File: src/rtl/fetch_pkg.sv
// Shared types and constants for the instruction fetch queue.
package fetch_pkg;

  localparam int FETCH_AW = 32;
  localparam int FETCH_DW = 32;

  localparam logic [FETCH_AW-1:0] PC_RESET = '0;

  typedef struct packed {
    logic [FETCH_AW-1:0] pc;
    logic [FETCH_DW-1:0] instr;
  } fetch_entry_t;

  // Handshake outcome of a cycle, as seen by the occupancy counter.
  typedef enum logic [1:0] {
    OP_IDLE = 2'b00,
    OP_POP  = 2'b01,
    OP_PUSH = 2'b10,
    OP_BOTH = 2'b11
  } fq_op_e;

endpackage

File: src/rtl/fetch_queue_mem.sv
// DEPTH x W storage array: synchronous write, asynchronous read, no data reset.
module fetch_queue_mem #(
  parameter int DEPTH = 4,
  parameter int W     = 64
) (
  input  logic                     clk,
  input  logic                     we,
  input  logic [$clog2(DEPTH)-1:0] waddr,
  input  logic [W-1:0]             wdata,
  input  logic [$clog2(DEPTH)-1:0] raddr,
  output logic [W-1:0]             rdata
);

  logic [W-1:0] mem_q [DEPTH];

  always_ff @(posedge clk) begin
    if (we) begin
      mem_q[waddr] <= wdata;
    end
  end

  assign rdata = mem_q[raddr];

endmodule

File: src/rtl/fetch_queue.sv
// Instruction prefetch FIFO between IF and ID with flush on taken jump.
// Optional zero-latency empty-queue bypass: define FETCH_QUEUE_BYPASS_EN.
module fetch_queue
  import fetch_pkg::*;
#(
  parameter int DEPTH = 4,
  parameter int AW    = FETCH_AW,
  parameter int DW    = FETCH_DW
) (
  input  logic                     clk,
  input  logic                     rst,
  input  logic                     flush,
  input  logic                     in_valid,
  input  logic [AW-1:0]            in_pc,
  input  logic [DW-1:0]            in_instr,
  output logic                     in_ready,
  output logic                     out_valid,
  output logic [AW-1:0]            out_pc,
  output logic [DW-1:0]            out_instr,
  input  logic                     out_ready,
  output logic [$clog2(DEPTH):0]   count
);

  localparam int PW = $clog2(DEPTH);
  localparam int CW = PW + 1;
  localparam int EW = AW + DW;

  logic [PW-1:0] wr_ptr_q, wr_ptr_d;
  logic [PW-1:0] rd_ptr_q, rd_ptr_d;
  logic [CW-1:0] count_q, count_d;

  logic          empty;
  logic          bypass;
  logic          bypass_take;
  logic          push;
  logic          pop_mem;
  logic [EW-1:0] rd_data;
  fq_op_e        op;

  assign empty    = (count_q == '0);
  assign in_ready = (count_q != CW'(DEPTH));
  assign count    = count_q;

`ifdef FETCH_QUEUE_BYPASS_EN
  assign bypass      = empty & in_valid & ~flush;
  assign bypass_take = bypass & out_ready;
`else
  assign bypass      = 1'b0;
  assign bypass_take = 1'b0;
`endif

  // A bypassed pair consumed in the same cycle is never written.
  assign push    = in_valid & in_ready & ~flush & ~bypass_take;
  assign pop_mem = ~empty & out_ready & ~flush;
  assign op      = fq_op_e'({push, pop_mem});

  always_comb begin
    out_valid = ~empty | bypass;
    out_pc    = AW'(PC_RESET);
    out_instr = '0;
    if (bypass) begin
      out_pc    = in_pc;
      out_instr = in_instr;
    end else if (!empty) begin
      out_pc    = rd_data[EW-1:DW];
      out_instr = rd_data[DW-1:0];
    end
  end

  always_comb begin
    wr_ptr_d = wr_ptr_q;
    rd_ptr_d = rd_ptr_q;
    count_d  = count_q;
    if (flush) begin
      wr_ptr_d = '0;
      rd_ptr_d = '0;
      count_d  = '0;
    end else begin
      if (push) begin
        wr_ptr_d = wr_ptr_q + PW'(1);
      end
      if (pop_mem) begin
        rd_ptr_d = rd_ptr_q + PW'(1);
      end
      unique case (op)
        OP_PUSH: count_d = count_q + CW'(1);
        OP_POP:  count_d = count_q - CW'(1);
        default: count_d = count_q;
      endcase
    end
  end

  always_ff @(posedge clk or posedge rst) begin
    if (rst) begin
      wr_ptr_q <= '0;
      rd_ptr_q <= '0;
      count_q  <= '0;
    end else begin
      wr_ptr_q <= wr_ptr_d;
      rd_ptr_q <= rd_ptr_d;
      count_q  <= count_d;
    end
  end

  fetch_queue_mem #(
    .DEPTH (DEPTH),
    .W     (EW)
  ) u_mem (
    .clk   (clk),
    .we    (push),
    .waddr (wr_ptr_q),
    .wdata ({in_pc, in_instr}),
    .raddr (rd_ptr_q),
    .rdata (rd_data)
  );

endmodule

File: config.mk
export PLATFORM = sky130hd
export DESIGN_NAME = fetch_queue
export DESIGN_NICKNAME = d
export VERILOG_FILES = /design/src/rtl/fetch_pkg.sv /design/src/rtl/fetch_queue_mem.sv /design/src/rtl/fetch_queue.sv
export SDC_FILE = /design/constraint.sdc
export NUM_CORES = 1
export LEC_CHECK = 0
export BUFFER_PORTS_ARGS = -buffer_cell sky130_fd_sc_hd__buf_2
export CAP_MARGIN = 10
export CORE_ASPECT_RATIO = 0.8
export CORE_UTILIZATION = 57
export DETAILED_ROUTE_END_ITERATION = 10
export PLACE_DENSITY = 0.79
export SLEW_MARGIN = 30
export SYNTH_ARGS = -nofsm -noshare
export SYNTH_HDL_FRONTEND = slang
export SYNTH_SLANG_ARGS = --single-unit
File: constraint.sdc
create_clock -name clk -period 3.2 [get_ports clk]
set_input_delay 0.32 -clock clk [delete_from_list [all_inputs] [get_ports clk]]
set_output_delay 0.32 -clock clk [all_outputs]
set_load 0.02 [all_outputs]
# Yosys cells after proc, flatten, opt, wreduce, memory -nomap -nowiden
# Memories as Yosys holds them, arrays and structs flattened.
# Cells that the tools add are included.
# word_totals
inputBits	69
register_bits	7
elab_cells	31
n_memories	1
romBits	0
latchBits	0
ramBits	256
output_inout_bits	69
# classes
add_sub_neg	4
n_lt_le_gt_ge	0
bitwise_logic	6
mul	0
div_mod_pow	0
n_reduce_logical	4
shift	0
n_eq_ne	3
n_mux	10
# mem_list
memory	words	width	read_ports	rd_clocked_by_memory_dff	wr	line_no	text
u_mem.mem_q	4	64	1	0	1	fetch_queue_mem.sv:14	logic [W-1:0] mem_q [DEPTH];
# ops
cell	count
$mux W32	2
$mux W2	4
$pmux W3 S2	1
$add A2 B1 Y2 const B	2
$and A1 B1 Y1	4
$reduce_bool A2 Y1	2
$add A3 B1 Y3 const B	1
$logic_not A3 Y1	1
$mux W3	1
$ne A3 B3 Y1 const B	1
$reduce_bool A3 Y1	1
$sub A3 B1 Y3 const B	1
$eq A2 B1 Y1 const B	1
$eq A2 B2 Y1 const B	1
$mux W1	2
$not A1 Y1	2

# Depth between registers and ports, before layout
# logic_depth
depth_word	7
mapped_depth	9
mapped_depth_nobuf	7

# Hierarchy
# A second synthesis with hierarchy kept.
# unflattened
hier_cells	463
hier_area_um2	10298.6
# by_module_without_submodules
mod	area_each_um2	instances	cells_each	seq_area_each_um2
fetch_queue_mem	9341.5	1	338	7687.4
fetch_queue	957.2	1	125	175.2

# Least setup slack after synthesis
# No wires, ideal clock.
# synth_path
path_kind	reg-to-reg
startpoint	reg count_q[1] (netlist: count[1])
endpoint	mem u_mem.mem_q[0][0] (enable)
synth_period_minus_slack_ns	3.222
slack_ns	-0.022
required_ns	2.771
setup_time_ns	0.429
stages_incl_launch_ff	6
arrival_time_ns	2.793
n_path_buf	1
path_cell_list	dfrtp_1 > buf_2 > or3b_1 > nand2_1 > nor2_1 > and2_1
# synth_via
elab_chain_len	5
# synth_lines
element	line_no	text
start: declaration	fetch_queue.sv:30	logic [CW-1:0] count_q, count_d;
start signal: assignment	fetch_queue.sv:101	count_q <= count_d;
$ne A3 B3 Y1	fetch_queue.sv:41	assign in_ready = (count_q != CW'(DEPTH));
named net in_ready	fetch_queue.sv:16	output logic in_ready,
$and A1 B1 Y1 (2 in series)	fetch_queue.sv:53	assign push = in_valid & in_ready & ~flush & ~bypass_take;
$mux W1	fetch_queue_mem.sv:17	if (we) begin
$mux W1 (not written as such)	fetch_queue_mem.sv:18	mem_q[waddr] <= wdata;
end: declaration	fetch_queue_mem.sv:14	
# The timed path passes the listed nets, and every way through them passes these cells.

# Worst setup path in the final report
# layout_path
startpoint	reg rd_ptr_q[0]
endpoint	out out_pc[27]
# layout_via
elab_chain_len	2
# layout_lines
element	line_no	text
start: declaration	fetch_queue.sv:29	logic [PW-1:0] rd_ptr_q, rd_ptr_d;
start signal: assignment	fetch_queue.sv:100	rd_ptr_q <= rd_ptr_d;
$mem_v2 Z4 W64	-	
$mux W32	fetch_queue.sv:64	end else if (!empty) begin
end: declaration	fetch_queue.sv:18	output logic [AW-1:0] out_pc,
# No other way between the ends.

==> metrics.yaml <==
critical_path:
  critPathMaxFanout: 26
  cp-startpoint: "rd_ptr_q[0]"
  cp-start-kind: "flip-flop"
  cp_slowest_cell: "dfrtp_4"
  path_cells: "buf_4 -> mux4_2 -> and2_1 -> buf_2"
  required_ns: 2.88
  crit_arrival_ns: 2.59
  critPathCaptureType: "output pin"
  max_stage_delay_ns: 0.79
  timing.rr.start: "count[1]"
  critPathKind: "flip-flop to output pin"
cells_and_area:
  final_common_cell: "edfxtp_1"
  drive_gt1_share_pct: 39.53
  final_core_util_pct: 69.05
  syn_to_final_growth_pct: 17.68
  final_cell_mix: "edfxtp_1, buf_2, and2_1"
  nets: 700
run:
  cap_viol_max_count: 0
floorplanning:
  die_w_um: 151.8
  initial_core_util_pct: 58.68
  die-area_um2: 18490
  rows: 43
  die_h_um: 121.8
  io_pins: 138
  coreArea_um2: 17430
sta:
  setup_violations: 0
  skew_ns: 0.009000
  layout_setup_ws_ns: 0.2942
  final.setup.tns_ns: 0
  drv_slew: 0
  period_needed_ns: 2.906
  rsz0062_at_grt: "no"
  fmax_mhz: 344.1
  hold_violations: 0
  fin_hold_ws_ns: 0.01611
  worst_pin_slew_ns: 0.5688
  relSlewSlack_pct: 62.08
  fin_crit_sh_pct: 90.81
logic_synthesis:
  ys_seq_area_share_pct: 76.87
  yosysUniqueCellTypes: 32
  synthCells: 473
  synth-edff-count: 256
  ys_ff_latch: 263
  ys_warn_count: 0
  ys_async_sr_fraction_pct: 2.662
  yosys_most_used_dff: "edfxtp_1"
  syn_nets: 547
  synth_area_per_cell_um2: 21.62
  synth_area_um2: 10230
hold_path:
  min_path_type: "input pin to flip-flop"
  min_from: "in_pc[12]"
global_routing:
  grt_pass1_wl_um: 28980
  grt_max_degree: 45
  grt_pass1_vias: 5261
  track_usage_pct: 21.61
  overflow: 0
  antenna_found_initial: 2
clock_tree:
  cts_tree: "done"
  numCtsBuffers: 26
  clkSinkCount: 263
  cts_root_buf: "clkbuf_16"
  clk_pin_slew_ns: 0.06
  cts-htree-levels: 1
  cts_resized: 0
  cts_max_path_buffers: 3
  postCtsSetupRepairBufs: 0
  clk_latency_ns: 0.51
  cts-hold-fix-buffers: 3
detailed_routing:
  drt_iter0_markers: 348
  drt-wirelength-per-cell_um: 21.92
  via_per_inst: 5.768
  drc: 0
  drt_wl_total_um: 19100
  vias: 5024
  ant_nets: 0
  dr.pass1.iters: 4
power_and_ir_drop:
  power_density_nw_per_um2: 663.2
  ir_worst_vdd_mv: 0.4384
  p_leak_nw: 4.165
placed_design:
  portBuffers: 137
  gp_congestion: 0.8242
  dpl.hpwl_um: 11440
  place_ws_ns: 0.5950
outcome:
  status: "completed"
## final timing paths
kind,end,cells past startpoint,slack (ns)
max in group asynchronous,rd_ptr_q[0],3,2.67
max,out_pc[27],4,0.29
min reg2reg,wr_ptr_q[1],2,0.60
max reg2reg,count[1],6,0.56
min in group asynchronous,count[2],3,0.28
min,u_mem.mem_q[0][44],1,0.02
## worst max-delay path, delay by kind of cell, from the launching register on
| kind | cells | cell delay, ns |
|---|---|---|
| buf+inv | 2 | 0.55 |
| flops | 1 | 0.79 |
| simple gates | 1 | 0.18 |
| mux | 1 | 0.54 |
## final cells by class
| type | count | area (µm²) |
|---|---|---|
| sequential | 263 | 7868 |
| fill | 1086 | 5395 |
| multi-input combinational | 180 | 2205 |
| timing repair buffer | 152 | 880.8 |
| clock buffer | 32 | 694.4 |
| tap | 225 | 281.5 |
| clock inverter | 15 | 93.84 |
| inverter | 3 | 11.26 |
| antenna | 1 | 2.502 |
## Yosys cell counts, drive strengths merged, types with 2 or more instances
master,number,area share [%]
edfxtp,256,75
and2,69,4.2
mux4,64,14
buf,18,1.2
clkbuf,9,0.33
dfrtp,7,1.7
nand2,5,0.18
nand3,5,0.24
nor2,5,0.18
a21oi,4,0.20
ha,4,0.49
inv,3,0.11
nand2b,3,0.18
o21ai,3,0.15
a31oi,2,0.12
xor2,2,0.17
## layer usage
layer,vias to the layer above,GRT usage (%),wire length [µm]
met2,176,35.63,9482
met4,2,4.146,263
met1,2599,29.84,7962
li1,2221,-,-
met3,26,5.356,1379
met5,-,0,8
## state kept, by name (all words and copies together) (netlist names)
name and flops:
count 3, u_mem.mem_q 256, wr_ptr_q 2, rd_ptr_q 2
## through the flow
stage	cells	total power [W]	area [µm²]
detailed placement	820	0.005267	11220
CTS	870	0.008060	12030
global route	871	0.008276	12040
floorplan	473	0.004859	10230
finish	871	0.007982	12040
global placement	820	0.005234	11220
## power breakdown
group	leakage, nW	switching, W	internal [W]	total, W
Combinational	1.36	0.000679	0.000515	0.00119
Sequential	2.42	0.0000824	0.00391	0.00399
Clock	0.389	0.00118	0.00161	0.00280
Total	4.16	0.00194	0.00604	0.00798
## kinds of logic (layout without fill, tap and decap cells)
family | count (synthesis) | in the layout | share of synthesized area, %
buffers and inverters | 30 | 202 | 1.676
AOI/OAI and AO/OA | 15 | 15 | 0.9175
adders and majority gates | 5 | 5 | 0.6850
other | 0 | 1 | 0
and+or+nand+nor | 92 | 92 | 5.395
xor gates and xnor gates | 3 | 3 | 0.2569
DFF | 263 | 263 | 76.87
muxes | 65 | 65 | 14.20
Note: power is estimated with default switching activity, not from simulation.
